<file path="src/rtl/fft_frame_sequencer.sv">
// Frame sequencer: capture BRAM -> forward FFT -> spectrum RAM -> inverse FFT.
// Define FFT_SEQ_WATCHDOG_EN to add a cycle watchdog on the FFT unload and IFFT load phases.
module fft_frame_sequencer #(
    parameter int          LOG2N    = 10,
    parameter logic [7:0]  FWD_CFG  = 8'h01,
    parameter logic [7:0]  INV_CFG  = 8'h00,
    parameter logic [15:0] WDOG_CYC = 16'd8192
) (
    input  logic             clk,
    input  logic             rst,
    input  logic             frame_ready,
    output logic             buf_release,
    output logic             buf_en,
    output logic [LOG2N-1:0] buf_addr,
    output logic [7:0]       fwd_cfg_tdata,
    output logic             fwd_cfg_tvalid,
    input  logic             fwd_cfg_tready,
    output logic             fwd_s_tvalid,
    input  logic             fwd_s_tready,
    output logic             fwd_s_tlast,
    input  logic             fwd_m_tvalid,
    input  logic             fwd_m_tlast,
    input  logic [15:0]      fwd_m_tuser,
    output logic             spec_en,
    output logic             spec_we,
    output logic [LOG2N-1:0] spec_addr,
    output logic [7:0]       inv_cfg_tdata,
    output logic             inv_cfg_tvalid,
    input  logic             inv_cfg_tready,
    output logic             inv_s_tvalid,
    input  logic             inv_s_tready,
    output logic             inv_s_tlast,
    output logic             frame_done,
    output logic             busy,
    output logic             frame_err,
    output logic [2:0]       dbg_state
);

    // AXI-Stream: a beat transfers on a rising edge where tvalid and tready are both high;
    // tvalid, tlast and payload are held unchanged until that edge.

    typedef enum logic [2:0] {
        S_IDLE       = 3'd0,
        S_CONFIG     = 3'd1,
        S_WAIT_FRAME = 3'd2,
        S_FWD_LOAD   = 3'd3,
        S_FWD_UNLOAD = 3'd4,
        S_INV_LOAD   = 3'd5
    } state_t;

    localparam logic [LOG2N:0] N_CNT     = {1'b1, {LOG2N{1'b0}}};
    localparam logic [LOG2N:0] LAST_BEAT = {1'b0, {LOG2N{1'b1}}};
    localparam logic [LOG2N:0] CNT_ONE   = {{LOG2N{1'b0}}, 1'b1};

    state_t         r_state;
    state_t         w_next;
    logic           r_fwd_cfg_done;
    logic           r_inv_cfg_done;
    logic [LOG2N:0] r_addr;
    logic [LOG2N:0] r_beat;
    logic [LOG2N:0] r_out_cnt;
    logic           r_s_valid;
    logic           r_buf_release;
    logic           r_frame_done;
    logic           r_frame_err;

    logic           w_in_load;
    logic           w_s_ready;
    logic           w_adv;
    logic           w_issue;
    logic           w_accept;
    logic           w_accept_last;
    logic           w_fwd_acc;
    logic           w_inv_acc;
    logic           w_out_beat;
    logic           w_out_last;
    logic [LOG2N:0] w_out_cnt_next;
    logic           w_len_err;
    logic           w_stray;
    logic           w_wdog_fire;
    logic           w_wdog_trip;
    logic [15:0]    w_unused_tuser;

    assign w_unused_tuser = fwd_m_tuser;

    // Shared 1-latency read pipeline: a read is issued only when the output
    // register is empty or draining, so the RAM output holds during a stall.
    assign w_in_load      = (r_state == S_FWD_LOAD) || (r_state == S_INV_LOAD);
    assign w_s_ready      = (r_state == S_FWD_LOAD) ? fwd_s_tready : inv_s_tready;
    assign w_adv          = ~r_s_valid | w_s_ready;
    assign w_issue        = w_in_load & w_adv & (r_addr != N_CNT);
    assign w_accept       = w_in_load & r_s_valid & w_s_ready;
    assign w_accept_last  = w_accept & (r_beat == LAST_BEAT);

    assign w_out_beat     = (r_state == S_FWD_UNLOAD) & fwd_m_tvalid;
    assign w_out_last     = w_out_beat & fwd_m_tlast;
    assign w_out_cnt_next = r_out_cnt + CNT_ONE;
    assign w_len_err      = w_out_last & (w_out_cnt_next != N_CNT);
    assign w_stray        = fwd_m_tvalid & (r_state != S_FWD_UNLOAD);

    assign w_fwd_acc      = fwd_cfg_tvalid & fwd_cfg_tready;
    assign w_inv_acc      = inv_cfg_tvalid & inv_cfg_tready;

    // A phase that completes on the same cycle the watchdog expires is kept.
    assign w_wdog_trip    = w_wdog_fire & ~w_accept_last & ~w_out_last;

`ifdef FFT_SEQ_WATCHDOG_EN
    logic [15:0] r_wdog;
    logic        w_wdog_state;

    assign w_wdog_state = (r_state == S_FWD_UNLOAD) || (r_state == S_INV_LOAD);
    assign w_wdog_fire  = w_wdog_state && (r_wdog == (WDOG_CYC - 16'd1));

    always_ff @(posedge clk) begin
        if (rst) begin
            r_wdog <= 16'd0;
        end else if (!w_wdog_state || (w_next != r_state)) begin
            r_wdog <= 16'd0;
        end else begin
            r_wdog <= r_wdog + 16'd1;
        end
    end
`else
    logic [15:0] w_unused_wdog;

    assign w_unused_wdog = WDOG_CYC;
    assign w_wdog_fire   = 1'b0;
`endif

    always_comb begin
        w_next         = r_state;
        fwd_cfg_tvalid = 1'b0;
        inv_cfg_tvalid = 1'b0;
        buf_en         = 1'b0;
        buf_addr       = '0;
        fwd_s_tvalid   = 1'b0;
        fwd_s_tlast    = 1'b0;
        inv_s_tvalid   = 1'b0;
        inv_s_tlast    = 1'b0;
        spec_en        = 1'b0;
        spec_we        = 1'b0;
        spec_addr      = '0;

        case (r_state)
            S_IDLE: begin
                w_next = S_CONFIG;
            end
            S_CONFIG: begin
                fwd_cfg_tvalid = ~r_fwd_cfg_done;
                inv_cfg_tvalid = ~r_inv_cfg_done;
                if ((r_fwd_cfg_done | (~r_fwd_cfg_done & fwd_cfg_tready)) &&
                    (r_inv_cfg_done | (~r_inv_cfg_done & inv_cfg_tready))) begin
                    w_next = S_WAIT_FRAME;
                end
            end
            S_WAIT_FRAME: begin
                if (frame_ready) begin
                    w_next = S_FWD_LOAD;
                end
            end
            S_FWD_LOAD: begin
                buf_en       = w_issue;
                buf_addr     = r_addr[LOG2N-1:0];
                fwd_s_tvalid = r_s_valid;
                fwd_s_tlast  = r_s_valid & (r_beat == LAST_BEAT);
                if (w_accept_last) begin
                    w_next = S_FWD_UNLOAD;
                end
            end
            S_FWD_UNLOAD: begin
                spec_en   = fwd_m_tvalid;
                spec_we   = fwd_m_tvalid;
                spec_addr = fwd_m_tuser[LOG2N-1:0];
                if (w_out_last) begin
                    w_next = S_INV_LOAD;
                end else if (w_wdog_trip) begin
                    w_next = S_WAIT_FRAME;
                end
            end
            S_INV_LOAD: begin
                spec_en      = w_issue;
                spec_addr    = r_addr[LOG2N-1:0];
                inv_s_tvalid = r_s_valid;
                inv_s_tlast  = r_s_valid & (r_beat == LAST_BEAT);
                if (w_accept_last || w_wdog_trip) begin
                    w_next = S_WAIT_FRAME;
                end
            end
            default: begin
                w_next = S_IDLE;
            end
        endcase
    end

    always_ff @(posedge clk) begin
        if (rst) begin
            r_state        <= S_IDLE;
            r_fwd_cfg_done <= 1'b0;
            r_inv_cfg_done <= 1'b0;
            r_addr         <= '0;
            r_beat         <= '0;
            r_out_cnt      <= '0;
            r_s_valid      <= 1'b0;
            r_buf_release  <= 1'b0;
            r_frame_done   <= 1'b0;
            r_frame_err    <= 1'b0;
        end else begin
            r_state       <= w_next;
            r_buf_release <= (r_state == S_FWD_LOAD) & w_accept_last;
            r_frame_done  <= (r_state == S_INV_LOAD) & w_accept_last;

            if (w_fwd_acc) begin
                r_fwd_cfg_done <= 1'b1;
            end
            if (w_inv_acc) begin
                r_inv_cfg_done <= 1'b1;
            end

            if (w_len_err || w_stray || w_wdog_trip) begin
                r_frame_err <= 1'b1;
            end

            if (r_state != S_FWD_UNLOAD) begin
                r_out_cnt <= '0;
            end else if (w_out_beat) begin
                r_out_cnt <= w_out_cnt_next;
            end

            // Counters restart from zero on every entry to a load phase.
            if (!w_in_load) begin
                r_addr    <= '0;
                r_beat    <= '0;
                r_s_valid <= 1'b0;
            end else begin
                if (w_issue) begin
                    r_addr <= r_addr + CNT_ONE;
                end
                if (w_accept) begin
                    r_beat <= r_beat + CNT_ONE;
                end
                if (w_wdog_trip) begin
                    r_s_valid <= 1'b0;
                end else if (w_adv) begin
                    r_s_valid <= w_issue;
                end
            end
        end
    end

    assign fwd_cfg_tdata = FWD_CFG;
    assign inv_cfg_tdata = INV_CFG;
    assign buf_release   = r_buf_release;
    assign frame_done    = r_frame_done;
    assign frame_err     = r_frame_err;
    assign busy          = (r_state != S_IDLE) && (r_state != S_WAIT_FRAME);
    assign dbg_state     = r_state;

endmodule

</file>
<file path="config.mk">
export PLATFORM = sky130hd
export DESIGN_NAME = fft_frame_sequencer
export DESIGN_NICKNAME = d
export VERILOG_FILES = /design/src/rtl/fft_frame_sequencer.sv
export SDC_FILE = /design/constraint.sdc
export NUM_CORES = 1
export LEC_CHECK = 0
export ABC_AREA = 1
export BUFFER_PORTS_ARGS = -buffer_cell sky130_fd_sc_hd__buf_4
export CAP_MARGIN = 20
export CORE_AREA = 2 2 76 78
export DETAILED_ROUTE_END_ITERATION = 10
export DIE_AREA = 0 0 78 80
export PLACE_DENSITY = 0.77
export SLEW_MARGIN = 40
export SYNTH_ARGS = -nofsm -noshare
export SYNTH_HDL_FRONTEND = slang
export SYNTH_SLANG_ARGS = --single-unit
</file>
<file path="constraint.sdc">
create_clock -name clk -period 2.04 [get_ports clk]
set_clock_uncertainty 0.2 [all_clocks]
set_input_delay 0.306 -clock clk [delete_from_list [all_inputs] [get_ports clk]]
set_output_delay 0.306 -clock clk [all_outputs]
set_load 0.01 [all_outputs]
</file>
-- Word level (Yosys, flattened, before mapping)
Index checks and enable logic that the tools add are counted.
- output and inout bits: 52
- register bits: 42
- word-level logic and storage cells: 78
- add/subtract/negate cells: 3
- mux-type cells: 18
- bitwise logic cells: 23
- equality and inequality tests: 15
- reduce and logical (&&, ||, !) cells: 9
- operator list (cell ; count):
    adder 11 x 1 -> 11 bit (second input constant) ; 3
    != test 11 bit (second input constant) ; 2
    case mux 10 bit (2 select lines) ; 1
    case mux 3 bit (6 select lines) ; 1
    AND 1 bit ; 16
    2-to-1 mux 3 bit ; 5
    == test 11 x 10 -> 1 bit (second input constant) ; 1
    2-to-1 mux 10 bit ; 1
    != test 2 bit (second input constant) ; 5
    2-to-1 mux 1 bit ; 9
    == test 3 x 2 -> 1 bit (second input constant) ; 2
    == test 3 bit (second input constant) ; 2
    AND reduction 5 bit ; 1
    inverter 1 bit ; 4
    OR reduction 2 bit ; 2
    == test 3 x 1 -> 1 bit (second input constant) ; 1
    logical NOT 3 bit ; 1
    != test 3 x 2 -> 1 bit (second input constant) ; 1
    != test 3 bit (second input constant) ; 1
    bitwise OR 1 bit ; 3
    nonzero test 3 bit ; 1
    logical AND 1 bit ; 2
    logical OR 1 bit ; 2
    case mux 1 bit (2 select lines) ; 1

-- Longest topological paths before layout
Gate-level depths: netlist (run 1).
- word-level depth: 7
- mapped depth: 11
- mapped depth without buffers: 11

-- Least setup slack after synthesis (run 1)
Ideal clock, no wire load.
- kind: reg-to-output
- start: reg r_state[1], in the netlist dbg_state[1]
- end: out spec_en
- setup slack: 45 ps
- data required time: 1534 ps
- arrival: 1489 ps
- stages on the path, launching flop included: 7
- path through: dfxtp_1 nand3_4 o21ai_2 or2_1 buf_6 nand2_1 o21ai_0
- cells in the longest elaborated chain, start to end: 6
- elaborated cells between the ends (all ways): 9
- classes of those cells: 3 x eq/ne; 2 x mux; 3 x bitwise; 1 x reduce/logical
- RTL lines (element ; RTL line ; text):
    start: declaration ; 55 ; state_t r_state;
    start signal: assignment ; 208 ; r_state <= w_next;
    == test 3 x 2 -> 1 bit ; 88, 89 ;
    2-to-1 mux 1 bit ; 89 ; assign w_s_ready = (r_state == S_FWD_LOAD) ? fwd_s_tready : inv_s_tready;
    bitwise OR 1 bit ; 90 ; assign w_adv = ~r_s_valid | w_s_ready;
    AND 1 bit (2 in series) ; 91 ; assign w_issue = w_in_load & w_adv & (r_addr != N_CNT);
    case mux 1 bit (2 select lines) (*) ; 144 ; case (r_state)
    end: declaration ; 24 ; output logic spec_en,
Every way passes the cells marked *; elsewhere a longest branch is shown, timed or not.

-- Final worst setup path (run 1)
- start: reg r_addr[0]
- end: out spec_en
- cells in the longest elaborated chain, start to end: 3
- RTL lines (element ; RTL line ; text):
    start: declaration ; 59 ; logic [LOG2N:0] r_addr;
    start signal: assignment ; 236 ; r_addr <= r_addr + CNT_ONE;
    != test 11 bit ; 91 ;
    AND 1 bit ; 91 ;
    case mux 1 bit (2 select lines) ; 144 ;
No other way between the ends.

==> flow_metrics.tcl, run 1 <==
set metrics [dict create \
    outcome "completed" \
    pwr-share-clk_pct 26.6 \
    power_density_nw_per_um2 702 \
    grt_pass1_wl_um 11500 \
    cts.sinks 42 \
    post-route-util_pct 65.8 \
    intPower_w 0.00162 \
    hold_slack_ns 0.0207 \
    portBuffers 54 \
    grt_pass1_vias 2569 \
    finalSetupViolCount 0 \
    crit_type "reg -> out" \
    place_congestion 0.897 \
    end_kind "primary output" \
    synth_area_sq_um 2710 \
    required_ns 1.53 \
    p_seq_share_pct 37.5 \
    combPwrFrac_pct 35.9 \
    synth_seq_cells 42 \
    clk_pin_slew_ns 0.08 \
    grt_usage_pct 22.6 \
    crit_chain "inv_4 > ha_4 > nand2_4 > nor3_4 > nand2_2 > nand2_4 > o21ai_2 > buf_4" \
    min_period_ns 2.03 \
    sw_frac_of_total_pct 35.2 \
    dieArea_sq_um 6240 \
    avgSynthCellArea_sq_um 6.51 \
    p_switching_w 0.000878 \
    slowest_delay_ns 0.37 \
    clock-root-buffer "clkbuf_8" \
    io_pins 77 \
    viasPerCell 4.99 \
    synth_edf_count 0 \
    cp-start-kind "flip-flop" \
    synth_warnings 0 \
    cts_max_level 2 \
    final_net_count 525 \
    hold_class "in -> reg" \
    core-area_sq_um 5410 \
    cts_tree "done" \
    critPathMostFrequentCell "nand2_4" \
    irDropWorstVdd_uv 431 \
    antenna_found_initial 0 \
    grt_max_degree 14 \
    overflow 0 \
    wirelength_um 7120 \
    drv_cap 0 \
    ys_types 37 \
    worstSkewPairLatency_ns 0.30 \
    ys_seq_area_share_pct 31.0 \
    slowest_stage "dfxtp_4" \
    post-route-period-util_pct 99.6 \
    rsz0062_at_grt "true" \
    start_util_pct 50.2 \
    drive_gt1_share_pct 30.0 \
    dp_hpwl_um 5060 \
    fmax_ghz 0.492 \
    first_pass_iters 4 \
    path_max_fanout 5 \
    syn_to_final_growth_pct 31.0 \
    slew_headroom_pct 64.7 \
    synth_top_area_share_pct 31.0 \
    regToRegSetupSlack_ns 0.08 \
    drv_slew 0 \
    cts_buffers 5 \
    drtAntennaViolNets 0 \
    synth_area_leaders "dfxtp_1 31%, nand2_1 13%, inv_1 7.2%" \
    via_count 2837 \
    dieWidth_um 78 \
    routedWlPerCell_um 12.5 \
    cts_max_path_buffers 2 \
    rows 27 \
    antennaDiodeCount 0 \
    hold_viol 0 \
    cellLeakagePower_nw 1.44 \
    drc 0 \
    synth-async-reset-ratio_pct 0 \
    ys.flop_type "dfxtp_1" \
    worstMarginPinSlew_ns 0.528 \
    synth_cells 417 \
    synth_top_area_cell "dfxtp_1" \
    die_height_um 80 \
    drt_iter0_drc 104 \
    worst_ep_arrival_time_ns 1.53 \
]
[critical path, delay by kind of cell, from the launching register on]
family                     cells  cell delay [ns]
and+or+nand+nor                4             0.47
DFF                            1             0.37
buffers and inverters          2             0.20
adders and majority gates      1             0.14
AOI/OAI and AO/OA              1             0.05
[power by group through the flow]
stage	clock network (W)	registers [W]	logic [W]
after floorplan	0	0.000947	0.000532
after global placement	0	0.000939	0.000800
after detailed placement	0	0.000941	0.000816
after CTS	0.000671	0.000931	0.000838
after global routing	0.000712	0.000944	0.000993
final	0.000664	0.000936	0.000896
[cells in the mapped netlist (all sizes together), types with 2 or more instances]
master  instances
xor2            6
nor3           15
a21oi          32
nand2         106
ha              5
or2             2
nor2           53
and3            2
xnor2           3
o21bai          3
clkbuf          2
o211ai          3
dfxtp          42
o21ai          30
conb            2
inv            55
nand4           5
buf            22
nand3          26
[flip-flops by register name (all words and copies together), names as in the netlist]
| signal | cells |
|---|---|
| r_addr | 11 |
| r_beat | 11 |
| r_out_cnt | 11 |
| dbg_state | 3 |
| buf_release | 1 |
| frame_done | 1 |
| frame_err | 1 |
| r_fwd_cfg_done | 1 |
| r_inv_cfg_done | 1 |
| r_s_valid | 1 |
[path summary, 6_finish.rpt]
check,endpoint,cells after the start,from
worst max-delay path,spec_en,8,r_addr[0]$_SDFFE_PP0N_
worst min-delay path,r_inv_cfg_done$_SDFFE_PP0P_,2,rst
worst max register to register,r_addr[8]$_SDFFE_PP0N_,9,r_addr[2]$_SDFFE_PP0N_
worst min register to register,r_fwd_cfg_done$_SDFFE_PP0P_,2,r_fwd_cfg_done$_SDFFE_PP0P_
[kinds of logic after synthesis]
group           count (synthesis)  synth area share [%]
fa+ha+maj                       5                  2.31
xor+xnor                        9                  2.90
other cells                     2                 0.277
compound gates                 70                  14.7
flops                          42                  31.0
buf+inv                        79                  14.0
simple gates                  210                  34.9
[what timing repair did]
action | CTS | global route
pin swaps | 2 | 7
resized for setup | 19 | 36
hold buffers | 0 | 0
endpoints found under the setup margin | 16 | 17
setup buffers | 3 | 9
[routing by layer]
metal / global-route usage, % / vias up / part of all wire [%]
met5: 0 / - / 0
met4: 6.84 / 0 / 1.7
met3: 3.96 / 13 / 5.0
met2: 39.1 / 70 / 49
met1: 28.8 / 1300 / 44
li1: - / 1454 / -
[final cells by class]
class,count,area [sq um]
clock buffers,7,76.3
inverters,55,211
flip-flops and latches,42,863
fillers,481,1850
repair buffers,81,612
clock inverters,1,30.0
well taps,72,90.1
multi-input cells,310,1670
[through the flow]
stage / setup TNS [ns] / cells / total power, W / instance area, sq um / setup WS, ns
floorplan: 0 / 431 / 0.00148 / 2770 / 0.0453
global placement: 0 / 548 / 0.00174 / 3200 / 0.117
detailed placement: 0 / 548 / 0.00176 / 3200 / 0.0878
CTS: -0.00424 / 559 / 0.00244 / 3380 / -0.00424
global route: -0.146 / 568 / 0.00265 / 3560 / -0.0502
finish: 0 / 568 / 0.00250 / 3560 / 0.00880
[cell usage in the layout (no fill, tap or decap), types with 3 or more instances in the layout]
master    Yosys  layout
nand2_1      96      92
buf_4        16      80
inv_1        52      47
nor2_1       49      44
dfxtp_1      42      34
a21oi_1      25      25
nand3_1      24      23
o21ai_0      27      22
conb_1        2      16
nand2_2       9      11
nor3_1       14       9
a21oi_2       7       7
inv_2         3       6
nor2_2        3       6
o21ai_1       2       6
xor2_1        6       6
nand4_1       5       5
clkbuf_8      0       5
dfxtp_4       0       5
nor2_4        1       3
nor3_2        0       3
nand2_4       1       3
nor3_4        1       3
nand3_4       2       3
xnor2_1       3       3
o211ai_1      3       3
o21bai_1      3       3
dfxtp_2       0       3
Power figures use the tool's default switching activity.
==> run 2: changes to the inputs <==
- ABC_AREA: 1 -> not set
- CORE_AREA: 2 2 76 78 -> 2 2 75 77
- DIE_AREA: 0 0 78 80 -> 0 0 77 79
- PLACE_DENSITY: 0.77 -> 0.78
==> run 2 against run 1 <==
The flow now finishes with violations (negative setup slack); power down 17%; core utilization down 2.3 points; critical path depth down 2; combinational power decreased by 38%; sequential share of layout area is 0.88 points higher; via count is 17% lower; sequential power decreased by 5.6%; final cell count fell by 19%.
==> flow_metrics.tcl, run 2 <==
set metrics [dict create \
    cts_tree "done" \
    clock-root-buffer "clkbuf_8" \
    grt_pass1_wl_um 9890 \
    reg_top3 "r_addr (11), r_beat (11), r_out_cnt (11)" \
    fmax_ghz 0.485 \
    post-route-util_pct 63.5 \
    rsz0062_at_grt "true" \
    fillerInstances 455 \
    ys_seq_area_share_pct 31.8 \
    overflow 0 \
    fin_ws_ns -0.0214 \
    via_count 2342 \
    drtAntennaViolNets 0 \
    ys_types 51 \
    cts_buffers 5 \
    wirelength_um 6020 \
    synth_area_leaders "dfxtp_1 32%, xor2_1 8.3%, nor2_1 7.8%" \
    antenna_found_initial 0 \
    finalSetupTns_ns -0.0214 \
    start_util_pct 49.5 \
    drc 0 \
    hold_class "in -> reg" \
    grt_pass1_vias 2174 \
    min_period_ns 2.06 \
    cellLeakagePower_nw 1.44 \
    ctsHoldBuffers 0 \
    synth_area_sq_um 2640 \
    outcome "finished with violations" \
    synth-async-reset-ratio_pct 0 \
    power_w 0.00208 \
    hold_viol 0 \
    grt_usage_pct 19.7 \
    drive_gt1_share_pct 31.1 \
    io_pins 77 \
    synth_top_area_cell "dfxtp_1" \
    drt_iter0_drc 156 \
    cts_max_level 2 \
    finalSetupViolCount 1 \
    avgSynthCellArea_sq_um 8.36 \
    drv_slew 0 \
    dp_hpwl_um 4220 \
    final_net_count 418 \
    synth_top_area_share_pct 31.8 \
    synth_cells 316 \
    crit_type "reg -> out" \
    dieArea_sq_um 6080 \
    synth_seq_cells 42 \
    end_kind "primary output" \
    yosysMostFrequentCell "nor2_1" \
    irDropWorstVdd_uv 301 \
    post-route-period-util_pct 101 \
    worst_ep_arrival_time_ns 1.56 \
    violations "negative setup slack" \
    first_pass_iters 4 \
    dieWidth_um 77 \
    worstSkewPairLatency_ns 0.29 \
    yosys-top-cells-count "55 x nor2_1, 42 x dfxtp_1, 25 x xor2_1, 19 x buf_4, 19 x nand2_1" \
    routedWlPerCell_um 13.1 \
    die_height_um 79 \
    rows 27 \
    ys.flop_type "dfxtp_1" \
    synth_warnings 0 \
    portBuffers 54 \
    cts.sinks 42 \
    cts_max_path_buffers 2 \
    hold_slack_ns 0.0461 \
    antennaDiodeCount 0 \
    place_congestion 0.806 \
    final_cell_mix "81 x buf_4, 52 x nor2_1, 37 x dfxtp_1, 25 x xor2_1, 18 x nand2_1" \
    viasPerCell 5.08 \
    synth_edf_count 0 \
    path_max_fanout 4 \
    drv_cap 0 \
    power_density_nw_per_um2 615 \
    required_ns 1.53 \
    mostFrequentLayoutCell "buf_4" \
    cp-start-kind "flip-flop" \
    grt_max_degree 24 \
    syn_to_final_growth_pct 28.2 \
    core-area_sq_um 5340 \
    clk_pin_slew_ns 0.08 \
]
## run 2: final timing paths
kind | from | end | slack [ns] | cells after the start
setup / recovery | dbg_state[1]$_SDFFE_PP0P_ | spec_en | -0.02 | 6
hold / removal | rst | dbg_state[2]$_SDFFE_PP0P_ | 0.05 | 2
setup reg to reg | dbg_state[1]$_SDFFE_PP0P_ | dbg_state[1]$_SDFFE_PP0P_ | 0.05 | 6
hold reg to reg | r_addr[10]$_SDFFE_PP0N_ | r_addr[10]$_SDFFE_PP0N_ | 0.31 | 2
## run 2: through the flow
stage,cells,setup slack [ns],area [sq um]
5_1_grt,461,-0.0800,3390
2_1_floorplan,330,0.104,2690
3_5_place_dp,445,0.145,3140
6_report,461,-0.0214,3390
3_3_place_gp,445,0.169,3140
4_1_cts,458,0.000744,3320
## run 2: cell type report
cell class	instances	area, sq um	share of cell area [%]
clock buffer	7	76.3	2.25
clock inverter	1	30.0	0.887
inverter	6	22.5	0.665
multi-input combinational	249	1670	49.2
sequential	42	852	25.2
tap	72	90.1	2.66
timing repair buffer	84	651	19.2
## run 2: power by group
| group | switching, W | internal (W) | leakage, nW |
|---|---|---|---|
| logic | 0.000278 | 0.000274 | 1.05 |
| registers | 0.0000323 | 0.000851 | 0.342 |
| clock network | 0.000279 | 0.000366 | 0.0524 |
## run 2: kinds of logic (layout without fill, tap and decap cells)
kind of cell | count (synthesis) | count (layout) | share of synthesized area [%]
simple gates | 151 | 151 | 31.6
buf+inv | 39 | 98 | 8.86
compound gates | 31 | 31 | 9.00
xor+xnor | 35 | 35 | 11.9
mux | 11 | 11 | 4.17
other cells | 2 | 16 | 0.284
flops | 42 | 42 | 31.8
fa+ha+maj | 5 | 5 | 2.37
## run 2: timing repair
action	4_1_cts	5_1_grt
pin swaps	2	3
gates cloned	0	0
gates resized for setup	15	7
endpoints found under the setup margin	5	6
setup buffers	5	3
## run 2: layer usage
metal,routed length [um],GRT usage (%)
met5,0,0
met4,61,6.25
met3,276,4.20
met2,3010,35.1
met1,2680,23.7
## run 2: critical path: stages, from the launching register on
cell,delay [ns]
dfxtp_4,0.37
buf_4,0.16
nand4b_1,0.16
o211ai_4,0.13
nand2_2,0.10
o21bai_1,0.19
buf_4,0.15
==> run 3: changes to the inputs <==
- CELL_PAD_IN_SITES_DETAIL_PLACEMENT: not set -> 1
- CELL_PAD_IN_SITES_GLOBAL_PLACEMENT: not set -> 1
- CORE_AREA: 2 2 75 77 -> 2 2 87 89
- DIE_AREA: 0 0 77 79 -> 0 0 89 91
- PLACE_DENSITY: 0.78 -> not set
- PLACE_DENSITY_LB_ADDON: not set -> 0.1
==> run 3 against run 2 <==
The run now ends clean; largest power group unchanged; cell area is 1.7% higher; via count is 0.85% higher; maximum frequency is 3.8% higher; wire length is 14% higher; combinational power is 4.5% lower; non-clock buffer count is 3 higher; sequential share of layout area is 0.10 points lower; setup slack better by 0.076 ns; sequential power is 0.6% lower; final cell count is 6.3% higher.
==> flow_metrics.tcl, run 3 (synthesis gave the netlist of run 2 again) <==
set metrics [dict create \
    pwr-share-clk_pct 26.7 \
    power_density_nw_per_um2 557 \
    place_congestion 0.739 \
    multiInputGateArea_sq_um 1700 \
    drv_cap 0 \
    intPower_w 0.00134 \
    final_cell_mix "85 x buf_4, 53 x nor2_1, 28 x dfxtp_1, 25 x xor2_1, 18 x nand2_1" \
    path_max_fanout 9 \
    finalSetupViolCount 0 \
    min_from "fwd_cfg_tready" \
    rows 31 \
    first_pass_iters 4 \
    wirelength_um 6840 \
    syn_to_final_growth_pct 30.5 \
    final_net_count 421 \
    clock-root-buffer "clkbuf_8" \
    via_count 2362 \
    hold_viol 0 \
    worst_ep_arrival_time_ns 1.48 \
    cts.sinks 42 \
    start_util_pct 37.0 \
    regToRegSetupSlack_ns 0.10 \
    drc 0 \
    cts_buffers 5 \
    placed_area_sq_um 3190 \
    drv_slew 0 \
    sw_frac_of_total_pct 30.2 \
    dp_hpwl_um 5090 \
    power_w 0.00192 \
    p_seq_share_pct 45.8 \
    worstSkewPairLatency_ns 0.30 \
    grt_usage_pct 17.2 \
    fillerInstances 889 \
    place_inst 474 \
    grt_pass1_wl_um 11000 \
    fin_area_sq_um 3450 \
    cp-start-kind "flip-flop" \
    grt_pass1_vias 2363 \
    io_pins 77 \
    routedWlPerCell_um 14.0 \
    die_height_um 91 \
    drt_iter0_drc 87 \
    cts_max_level 2 \
    hold_class "in -> reg" \
    reg2regPathDepth 6 \
    cts_max_path_buffers 2 \
    mostFrequentLayoutCell "buf_4" \
    combPwrFrac_pct 27.5 \
    viasPerCell 4.82 \
    drive_gt1_share_pct 34.3 \
    antennaDiodeCount 0 \
    final-seq-area_sq_um 863 \
    antenna_found_initial 0 \
    crit_chain "and3b_2 > buf_6 > and2_4 > and2_1 > buf_4" \
    overflow 0 \
    drtAntennaViolNets 0 \
    p_switching_w 0.000578 \
    cp-startpoint "dbg_state[1]$_SDFFE_PP0P_" \
    cts_tree "done" \
    irDropWorstVdd_uv 248 \
    dpl_worst_slack_ns 0.0668 \
    core-area_sq_um 7140 \
    dieArea_sq_um 8100 \
    fin_cells 490 \
    outcome "completed" \
    slowest_stage "dfxtp_4" \
    slowest_delay_ns 0.36 \
    regToRegStartpoint "r_out_cnt[1]$_SDFFE_PP0N_" \
    crit_type "reg -> out" \
    end_kind "primary output" \
    required_ns 1.53 \
    cellLeakagePower_nw 1.46 \
    rsz0062_at_grt "true" \
    portBuffers 54 \
    fmax_ghz 0.504 \
    min_period_ns 1.99 \
    reg_top3 "r_addr (11), r_beat (11), r_out_cnt (11)" \
    grt_max_degree 24 \
    holdPathStages 3 \
    fin_ws_ns 0.0546 \
    post-route-period-util_pct 97.3 \
    dieWidth_um 89 \
    clk_pin_slew_ns 0.07 \
]
-- run 3: per-stage QoR --
stage          hold slack (ns)  util, %  TNS, ns
5_1_grt                 0.0577     48.3  -0.0955
4_1_cts                 0.0405     47.2        0
3_3_place_gp             0.267     44.7        0
2_1_floorplan            0.245        -        0
6_report                0.0484     48.3        0
3_5_place_dp             0.280     44.7        0
-- run 3: repair_timing --
| item | 4_1_cts | 5_1_grt |
|---|---|---|
| pin swaps | 4 | 7 |
| endpoints found under the setup margin | 14 | 9 |
| hold buffers | 0 | 0 |
| resized for setup | 19 | 17 |
| setup buffers | 6 | 3 |
-- run 3: path summary, 6_finish.rpt --
path | end
min reg2reg | r_fwd_cfg_done$_SDFFE_PP0P_
max | fwd_s_tlast
max reg2reg | frame_err$_SDFFE_PP0P_
min | r_fwd_cfg_done$_SDFFE_PP0P_
-- run 3: metal layers --
metal / share of wire (%) / global-route usage [%] / up-vias
met5: 0 / 0 / -
met4: 1.1 / 4.85 / 0
met3: 4.5 / 3.36 / 6
met2: 47 / 28.1 / 52
met1: 48 / 22.8 / 1113
li1: - / - / 1191
-- run 3: power groups by stage --
| stage | Clock [W] | Combinational [W] | Sequential [W] |
|---|---|---|---|
| 6_report | 0.000512 | 0.000527 | 0.000879 |
| 5_1_grt | 0.000570 | 0.000576 | 0.000886 |
| 4_1_cts | 0.000539 | 0.000524 | 0.000879 |
| 3_5_place_dp | 0 | 0.000490 | 0.000903 |
| 3_3_place_gp | 0 | 0.000481 | 0.000901 |
| 2_1_floorplan | 0 | 0.000345 | 0.000890 |
-- run 3: worst max-delay path: cells and delay by family (launching register included) --
| kind | cells | cell delay [ns] |
|---|---|---|
| flops | 1 | 0.36 |
| simple gates | 3 | 0.54 |
| buf+inv | 2 | 0.28 |
-- run 3: cell type report --
class                      count  share of cell area, %
tap                           99                   3.59
multi-input combinational    249                   49.3
clock buffer                   7                   2.21
sequential                    42                   25.1
timing repair buffer          87                   19.2
inverter                       6                  0.654
